[config.mk]
export PLATFORM = sky130hd
export DESIGN_NAME = i2s_tdm_rx
export DESIGN_NICKNAME = d
export VERILOG_FILES = /design/src/rtl/i2s_pkg.sv /design/src/rtl/i2s_frame_hold.sv /design/src/rtl/i2s_tdm_rx.sv
export SDC_FILE = /design/constraint.sdc
export NUM_CORES = 1
export LEC_CHECK = 0
export CAP_MARGIN = 20
export CORE_MARGIN = 2
export CORE_UTILIZATION = 50
export CTS_CLUSTER_DIAMETER = 40
export CTS_CLUSTER_SIZE = 10
export DETAILED_ROUTE_END_ITERATION = 7
export HOLD_SLACK_MARGIN = 0.02
export PLACE_DENSITY_LB_ADDON = 0.2
export SYNTH_ARGS = -nofsm -noshare
export SYNTH_HDL_FRONTEND = slang
export SYNTH_SLANG_ARGS = --single-unit
export TNS_END_PERCENT = 50
[constraint.sdc]
create_clock -name sclk -period 2.1 [get_ports sclk]
set_input_delay 0.42 -clock sclk [delete_from_list [all_inputs] [get_ports sclk]]
set_output_delay 0.42 -clock sclk [all_outputs]
set_load 0.1 [all_outputs]
[src/rtl/i2s_pkg.sv]
// Shared types and sizing helpers for the I2S/TDM serial-audio receive path.
package i2s_pkg;

  typedef enum logic {I2S, TDM} mode_e;
  typedef enum logic {HUNT, RECV} rx_state_e;

  function automatic int frame_bits(input int channels, input int slot_bits);
    return channels * slot_bits;
  endfunction

  function automatic int cnt_width(input int fbits);
    return (fbits > 1) ? $clog2(fbits) : 1;
  endfunction

endpackage

[src/rtl/i2s_frame_hold.sv]
// One-entry holding register with valid/ready handshake; a frame arriving while
// the previous one is still unconsumed is dropped and flagged with an overrun pulse.
module i2s_frame_hold
  import i2s_pkg::*;
#(
  parameter int W = 32
) (
  input  logic         sclk,
  input  logic         rst,
  input  logic         i_load,
  input  logic [W-1:0] i_data,
  input  logic         i_ready,
  output logic [W-1:0] o_data,
  output logic         o_valid,
  output logic         o_overrun
);

  logic [W-1:0] r_data;
  logic         r_valid;
  logic         r_overrun;
  logic         w_blocked;

  assign w_blocked = r_valid & ~i_ready;

  // A load in the same cycle as a consume refills the slot without losing valid.
  always_ff @(posedge sclk or negedge rst) begin
    if (!rst) begin
      r_data    <= '0;
      r_valid   <= 1'b0;
      r_overrun <= 1'b0;
    end else begin
      r_overrun <= i_load & w_blocked;
      if (i_load && !w_blocked) begin
        r_data  <= i_data;
        r_valid <= 1'b1;
      end else if (r_valid && i_ready) begin
        r_valid <= 1'b0;
      end
    end
  end

  assign o_data    = r_data;
  assign o_valid   = r_valid;
  assign o_overrun = r_overrun;

endmodule

[src/rtl/i2s_tdm_rx.sv]
// Serial-audio receiver for I2S or N-slot TDM framing with frame-alignment
// checking, lock/error reporting and a valid/ready frame output.
module i2s_tdm_rx
  import i2s_pkg::*;
#(
  parameter int    WIDTH     = 16,
  parameter int    SLOT_BITS = 16,
  parameter int    CHANNELS  = 2,
  parameter mode_e MODE      = I2S
) (
  input  logic                      sclk,
  input  logic                      rst,
  input  logic                      ws,
  input  logic                      sdata,
  output logic [CHANNELS*WIDTH-1:0] frame_o,
  output logic                      frame_valid_o,
  input  logic                      frame_ready_i,
  output logic                      locked_o,
  output logic                      error_o,
  output logic                      overrun_o
);

  localparam int FRAME_BITS = frame_bits(CHANNELS, SLOT_BITS);
  localparam int CNT_W      = cnt_width(FRAME_BITS);
  localparam int ASM_W      = CHANNELS * WIDTH;
  localparam logic [CNT_W-1:0] LAST_CNT = CNT_W'(FRAME_BITS - 1);
  localparam logic [CNT_W-1:0] MID_CNT  = CNT_W'(SLOT_BITS - 1);

  if (SLOT_BITS < WIDTH) begin : g_bad_slot_bits
    $error("i2s_tdm_rx: SLOT_BITS must be >= WIDTH");
  end
  if (MODE == I2S && CHANNELS != 2) begin : g_bad_i2s_channels
    $error("i2s_tdm_rx: I2S mode requires CHANNELS == 2");
  end

  rx_state_e        r_state, w_state_next;
  logic [CNT_W-1:0] r_bit_cnt, w_cnt_next;
  logic             r_ws_d;
  logic             r_locked, w_locked_next;
  logic             r_error, w_error_next;
  logic             w_frame_done;
  logic [ASM_W-1:0] r_asm, w_asm_next;
  logic             w_rise, w_fall, w_start, w_mid_rise, w_bad_edge;
  int               w_slot, w_sbit;

  assign w_rise     = ws & ~r_ws_d;
  assign w_fall     = ~ws & r_ws_d;
  assign w_start    = (MODE == I2S) ? w_fall : w_rise;
  assign w_mid_rise = (MODE == I2S) & w_rise;
  assign w_bad_edge = (w_start && (r_bit_cnt != LAST_CNT)) ||
                      (w_mid_rise && (r_bit_cnt != MID_CNT));

  // Drop the incoming bit into its channel, MSB first; pad bits past WIDTH are skipped.
  always_comb begin
    w_slot     = int'(r_bit_cnt) / SLOT_BITS;
    w_sbit     = int'(r_bit_cnt) % SLOT_BITS;
    w_asm_next = r_asm;
    if (r_state == RECV && w_sbit < WIDTH) begin
      for (int j = 0; j < ASM_W; j++) begin
        if (j == w_slot * WIDTH + WIDTH - 1 - w_sbit) begin
          w_asm_next[j] = sdata;
        end
      end
    end
  end

  always_comb begin
    w_state_next  = r_state;
    w_cnt_next    = r_bit_cnt;
    w_locked_next = r_locked;
    w_error_next  = 1'b0;
    w_frame_done  = 1'b0;
    case (r_state)
      HUNT: begin
        w_locked_next = 1'b0;
        if (w_start) begin
          w_state_next = RECV;
          w_cnt_next   = '0;
        end
      end
      RECV: begin
        if (w_bad_edge) begin
          w_error_next  = 1'b1;
          w_locked_next = 1'b0;
          w_cnt_next    = '0;
        end else if (w_start) begin
          w_frame_done  = 1'b1;
          w_locked_next = 1'b1;
          w_cnt_next    = '0;
        end else if (r_bit_cnt == LAST_CNT) begin
          w_error_next  = 1'b1;
          w_locked_next = 1'b0;
          w_cnt_next    = '0;
          w_state_next  = HUNT;
        end else begin
          w_cnt_next = r_bit_cnt + CNT_W'(1);
        end
      end
      default: w_state_next = HUNT;
    endcase
  end

  always_ff @(posedge sclk or negedge rst) begin
    if (!rst) begin
      r_state   <= HUNT;
      r_bit_cnt <= '0;
      r_ws_d    <= 1'b0;
      r_locked  <= 1'b0;
      r_error   <= 1'b0;
      r_asm     <= '0;
    end else begin
      r_state   <= w_state_next;
      r_bit_cnt <= w_cnt_next;
      r_ws_d    <= ws;
      r_locked  <= w_locked_next;
      r_error   <= w_error_next;
      r_asm     <= w_asm_next;
    end
  end

  i2s_frame_hold #(.W(ASM_W)) u_hold (
    .sclk      (sclk),
    .rst       (rst),
    .i_load    (w_frame_done),
    .i_data    (w_asm_next),
    .i_ready   (frame_ready_i),
    .o_data    (frame_o),
    .o_valid   (frame_valid_o),
    .o_overrun (overrun_o)
  );

  assign locked_o = r_locked;
  assign error_o  = r_error;

endmodule

==> flow_summary.ini, run 1 <==
[power]
total_power_mw = 3.55
power.leakage_nw = 1.80
sw_frac_of_total_pct = 31.0
comb_power_share_pct = 20.1
p_int_mw = 2.45
switchingPower_mw = 1.10
clkPwrFrac_pct = 31.8
p_seq_share_pct = 48.1
p_per_area_mw_per_mm2 = 858
ir_drop_mv = 0.454

[timing]
hold_viol = 0
worst_slack_ns = 0.0755
worst_pin_slew_ns = 0.421
slew_violations = 0
fin_crit_ns = 2.02
setup-violations-final = 0
fin_crit_sh_pct = 96.4
fmax_ghz = 0.494
clock_skew_ns = 0.00591
relSlewSlack_pct = 71.6

[placed_design]
port_buffers = 40
place_hpwl_um = 5260
dp.cells = 467
place.gp.congestion = 0.820
place_ws_ns = 0.115

[floorplan]
die-area_mm2 = 0.00770
die_y_um = 87.7
io-pin-count = 41
num_rows = 30
core_area_mm2 = 0.00679
fp.dieW_um = 87.7
start_util_pct = 51.6

[yosys]
ys.warnings.count = 0
synthDistinctLibCells = 37
yosysSeqAreaShare_pct = 53.5
synth_cells = 340
syn_nets = 351
syn_area_per_cell_um2 = 10.3
netlist_area_mm2 = 0.00351
ys_seq_elements = 75

[worst_setup_path]
worstPathArrival_ns = 2.26
cp_max_fo = 7
cp-end-kind = flip-flop
startpoint_type = flip-flop
cp_data_required_time_ns = 2.33
criticalPathCategory = reg2reg
reg2reg_depth = 7

[min_path]
min_path_type = in2async

[cts]
ctsRootBufferMaster = clkbuf_8
cts.clk_slew.worst_paths_ns = 0.08
clock_path_buffers = 2
cts_htree_levels = 3
numCtsBuffers = 9
cts_hold_buf = 0
cts-resized-gates = 0
worstSkewPairLatency_ns = 0.36
cts_sinks = 75
cts_setup_buffers = 0
cts_tree = built

[layout]
fin_nets = 393
area_delta_synth_final_pct = 18.2
layout-drive-gt1-share_pct = 21.7
fin_cells = 483
num_antenna_cells = 0

[detailed_routing]
via_per_inst = 5.59
drt_iter0_markers = 191
routed_wl_um = 7740
vias = 2700
wl_per_cell_um = 16.0
drtAntennaViolNets = 0
dr.pass1.iters = 4
route.detailed.drc = 0

[grt]
antenna_found_initial = 0
track_usage_pct = 22.4
grt_max_degree = 76
first_global_vias = 2567
grt_pass1_wl_um = 13000
grt.overflow.total = 0

[job]
drv_cap = 0

[run_status]
status = completed
## state kept, by name (all words and copies together), names as in the netlist
name              flops
r_asm                32
u_hold.o_data        32
r_bit_cnt             5
error_o               1
locked_o              1
r_state               1
r_ws_d                1
u_hold.o_overrun      1
u_hold.o_valid        1
## worst max-delay path: stages (launching register included)
cell,delay [ns]
dfrtp_1,0.42
ha_1,0.23
nand3_1,0.11
inv_1,0.09
ha_1,0.20
or3b_2,0.54
a41oi_1,0.24
a31oi_1,0.06
## area by class of cell
cell class | count | area [µm²]
Timing Repair Buffer | 56 | 463
Fill cell | 573 | 2650
Tap cell | 96 | 120
Clock inverter | 6 | 65.1
Inverter | 6 | 22.5
Sequential cell | 75 | 1880
Multi-Input combinational cell | 234 | 1460
Clock buffer | 10 | 138
## layout by cell type (no fill, tap or decap), drive strengths merged, types with 6 or more instances in the layout
master / instances
a31oi: 33
inv: 6
dfrtp: 75
buf: 53
nand2b: 8
and3b: 7
o21ai: 35
nand2: 65
nand3: 9
ha: 6
clkbuf: 10
a21oi: 33
## cells in the mapped netlist (all sizes together)
library cell  count  area (µm²)
nor3b             2        15.0
nand2b            8        50.1
and3b             7        61.3
buf              14         113
and2              1        8.76
mux2              1        11.3
a21oi            33         165
clkbuf           11        41.3
nand4             5        31.3
inv               6        22.5
a41oi             1        8.76
nand3             9        45.0
nor3              1        5.00
or2               1        6.26
dfrtp            75        1880
ha                6        75.1
mux2i             1        10.0
o221ai            1        8.76
or3b              2        17.5
nor2              1        3.75
o22ai             1        6.26
and4b             2        20.0
a31oi            33         357
and3              5        31.3
o21ai            35         175
nand4b            2        17.5
nor2b             3        18.8
nand3b            5        37.5
a21boi            2        15.0
nand2            65         244
a21o              1        7.51
## power by group through the flow
stage               combinational [mW]  sequential [mW]  clock [mW]
floorplan                        0.489             1.74           0
global placement                 0.692             1.73           0
detailed placement               0.706             1.74           0
CTS                              0.710             1.71        1.15
global route                     0.791             1.73        1.22
finish                           0.715             1.71        1.13
## worst paths after layout
check / start / end / slack, ns
max: r_bit_cnt[0] / r_bit_cnt[2] / 0.08
min: rst / u_hold.o_data[7] / 0.08
max reg2reg: r_bit_cnt[0] / r_bit_cnt[2] / 0.08
min reg2reg: r_asm[19] / r_asm[19] / 0.53
max in group asynchronous: rst / r_bit_cnt[0] / 1.69
min in group sclk: r_asm[19] / r_asm[19] / 0.53
## stage by stage
stage / cell area (µm²) / setup TNS (ns) / hold slack [ns] / utilization (%)
2_1_floorplan: 3510 / 0 / 0.124 / -
3_3_place_gp: 3940 / 0 / 0.482 / 57.9
3_5_place_dp: 3940 / 0 / 0.484 / 57.9
4_1_cts: 4140 / 0 / 0.106 / 60.9
5_1_grt: 4140 / -0.00223 / 0.135 / 61.0
6_report: 4140 / 0 / 0.0813 / 61.0
## metal layers
| metal | track usage [%] | wire length, µm | vias up |
|---|---|---|---|
| met3 | 3.77 | 296 | 11 |
| met5 | 0 | 0 | - |
| met4 | 10.6 | 166 | 0 |
| li1 | - | - | 1298 |
| met2 | 34.8 | 3640 | 61 |
| met1 | 30.8 | 3630 | 1330 |
## logic make-up after synthesis
group	count (synthesis)	synth area share, %
AND/OR/NAND/NOR	119	17.5
AO/OA/AOI/OAI	107	21.2
flip-flops	75	53.5
buffers and inverters	31	5.03
adder cells (fa/ha/maj)	6	2.14
multiplexers	2	0.607
Note: power is estimated with default switching activity, not from simulation.
==> run 2: changes to the inputs <==
- CAP_MARGIN: 20 -> 40
==> results of run 2 <==
Final layout, timing and power as in run 1 (identical DEF).
==> run 3: changes to the inputs <==
- CORE_MARGIN: 2 -> default
- CTS_CLUSTER_DIAMETER: 40 -> 200
==> run 3 against run 2 <==
Effect of this change:
- maximum frequency grew 1.3%
- clock power grew 7%
- cell count grew 0.21%
- clock skew grew 0.0044 ns
- clock-buffer cell count is the same
- die area shrank 4.5%
- critical path depth is the same
- core utilization grew 0.15 points
- largest power group unchanged
- highest routed layer unchanged
==> flow_summary.ini, run 3 (synthesis gave the netlist of run 1 again) <==
[placed_design]
place_hpwl_um = 5210
post_dp_cell_area_mm2 = 0.00394
port_buffers = 40
place.gp.congestion = 0.813
dp.cells = 469

[grt]
grt.overflow.total = 0
grt_pass1_wl_um = 13100
grt_max_degree = 76
first_global_vias = 2620
antenna_found_initial = 0
track_usage_pct = 23.5

[layout]
layout-drive-gt1-share_pct = 21.6
final_cell_area_mm2 = 0.00415
fin_nets = 395
fin_cells = 484
area_delta_synth_final_pct = 18.5
final_cell_mix = 75 x dfrtp_1, 65 x nand2_1, 52 x buf_4, 34 x o21ai_0, 33 x a21oi_1
num_antenna_cells = 0
final_common_cell = dfrtp_1

[timing]
hold_viol = 0
timing.hold.ws_ns = 0.0963
fin_crit_sh_pct = 95.2
setup-violations-final = 0
slew_violations = 0
rsz0062_at_grt = no
fin_setup_tns_ns = 0
worst_pin_slew_ns = 0.464
relSlewSlack_pct = 68.7
clock_skew_ns = 0.0103
fmax_ghz = 0.500
fin_crit_ns = 2.00

[floorplan]
die-area_mm2 = 0.00735
die_y_um = 85.7
num_rows = 30
core_area_mm2 = 0.00679
io-pin-count = 41
start_util_pct = 51.6
fp.dieW_um = 85.7

[cts]
numCtsBuffers = 9
cts.clk_slew.worst_paths_ns = 0.07
cts_hold_buf = 0
cts_setup_buffers = 0
cts_sinks = 75
cts_tree = built
ctsRootBufferMaster = clkbuf_8
clock_path_buffers = 2
worstSkewPairLatency_ns = 0.35
cts_htree_levels = 3
cts-resized-gates = 0

[detailed_routing]
routed_wl_um = 7870
vias = 2700
route.detailed.drc = 0
wl_per_cell_um = 16.3
dr.pass1.iters = 4
via_per_inst = 5.58
drt_iter0_markers = 196
drtAntennaViolNets = 0

[worst_setup_path]
cp_max_fo = 7
startpoint_type = flip-flop
cp-end-kind = flip-flop
cp_data_required_time_ns = 2.31
worstPathArrival_ns = 2.21
reg2reg_depth = 7
rr_endpoint = r_bit_cnt[3]
criticalPathCategory = reg2reg
reg2reg_slack_ns = 0.10
r2r_start = r_bit_cnt[0]

[power]
sw_frac_of_total_pct = 29.7
p_seq_share_pct = 46.8
clkPwrFrac_pct = 33.1
comb_power_share_pct = 20.1
p_int_mw = 2.57
p_per_area_mw_per_mm2 = 880
power.leakage_nw = 1.81
ir_drop_mv = 0.369
total_power_mw = 3.65
switchingPower_mw = 1.08

[run_status]
status = completed

[min_path]
min_path_type = in2async

[job]
drv_cap = 0
==> run 3: per-layer routing <==
| layer | vias up | GRT usage [%] | routed length, µm |
|---|---|---|---|
| li1 | 1292 | - | - |
| met1 | 1332 | 33.5 | 3660 |
| met2 | 68 | 35.7 | 3700 |
| met3 | 8 | 5.97 | 409 |
| met4 | 0 | 7.12 | 96 |
| met5 | - | 0 | 0 |
==> run 3: final cells by class <==
class / count / area [µm²]
tap: 96 / 120
fill: 576 / 2640
inverter: 6 / 22.5
clock buffer: 10 / 138
sequential: 75 / 1880
timing repair buffer: 58 / 465
multi-input combinational: 234 / 1450
clock inverter: 5 / 77.6
==> run 3: worst max path at each step <==
| stage | from | end | slack (ns) | cells past startpoint |
|---|---|---|---|---|
| CTS | r_bit_cnt[0] | r_bit_cnt[3] | 0.1 | 7 |
| detailed placement | r_bit_cnt[0] | r_bit_cnt[3] | 0.12 | 7 |
| finish | r_bit_cnt[0] | r_bit_cnt[3] | 0.10 | 7 |
| floorplan | r_bit_cnt[0] | u_hold.o_data[10] | 0.03 | 10 |
| global route | r_bit_cnt[0] | r_bit_cnt[3] | 0.005 | 7 |
| global placement | ws | r_bit_cnt[2] | 0.20 | 4 |
==> run 3: critical path: stages (launching register included) <==
cell and delay, ns:
dfrtp_1 0.39, ha_1 0.21, nand3_1 0.12, inv_1 0.10, ha_1 0.21, or3b_2 0.53
nand3_1 0.17, o221ai_1 0.14
==> run 3: power groups by stage <==
stage               registers (mW)  logic (mW)  clock network (mW)
floorplan                     1.74       0.489                   0
detailed placement            1.73       0.729                   0
global placement              1.73       0.705                   0
global route                  1.73       0.812                1.31
CTS                           1.71       0.733                1.24
finish                        1.71       0.733                1.21
==> run 3: per-stage QoR <==
step | utilization [%] | worst slack [ns]
3_3_place_gp | 58.0 | 0.202
4_1_cts | 61.1 | 0.0998
6_report | 61.1 | 0.101
5_1_grt | 61.1 | 0.00489
2_1_floorplan | - | 0.0330
3_5_place_dp | 58.0 | 0.119
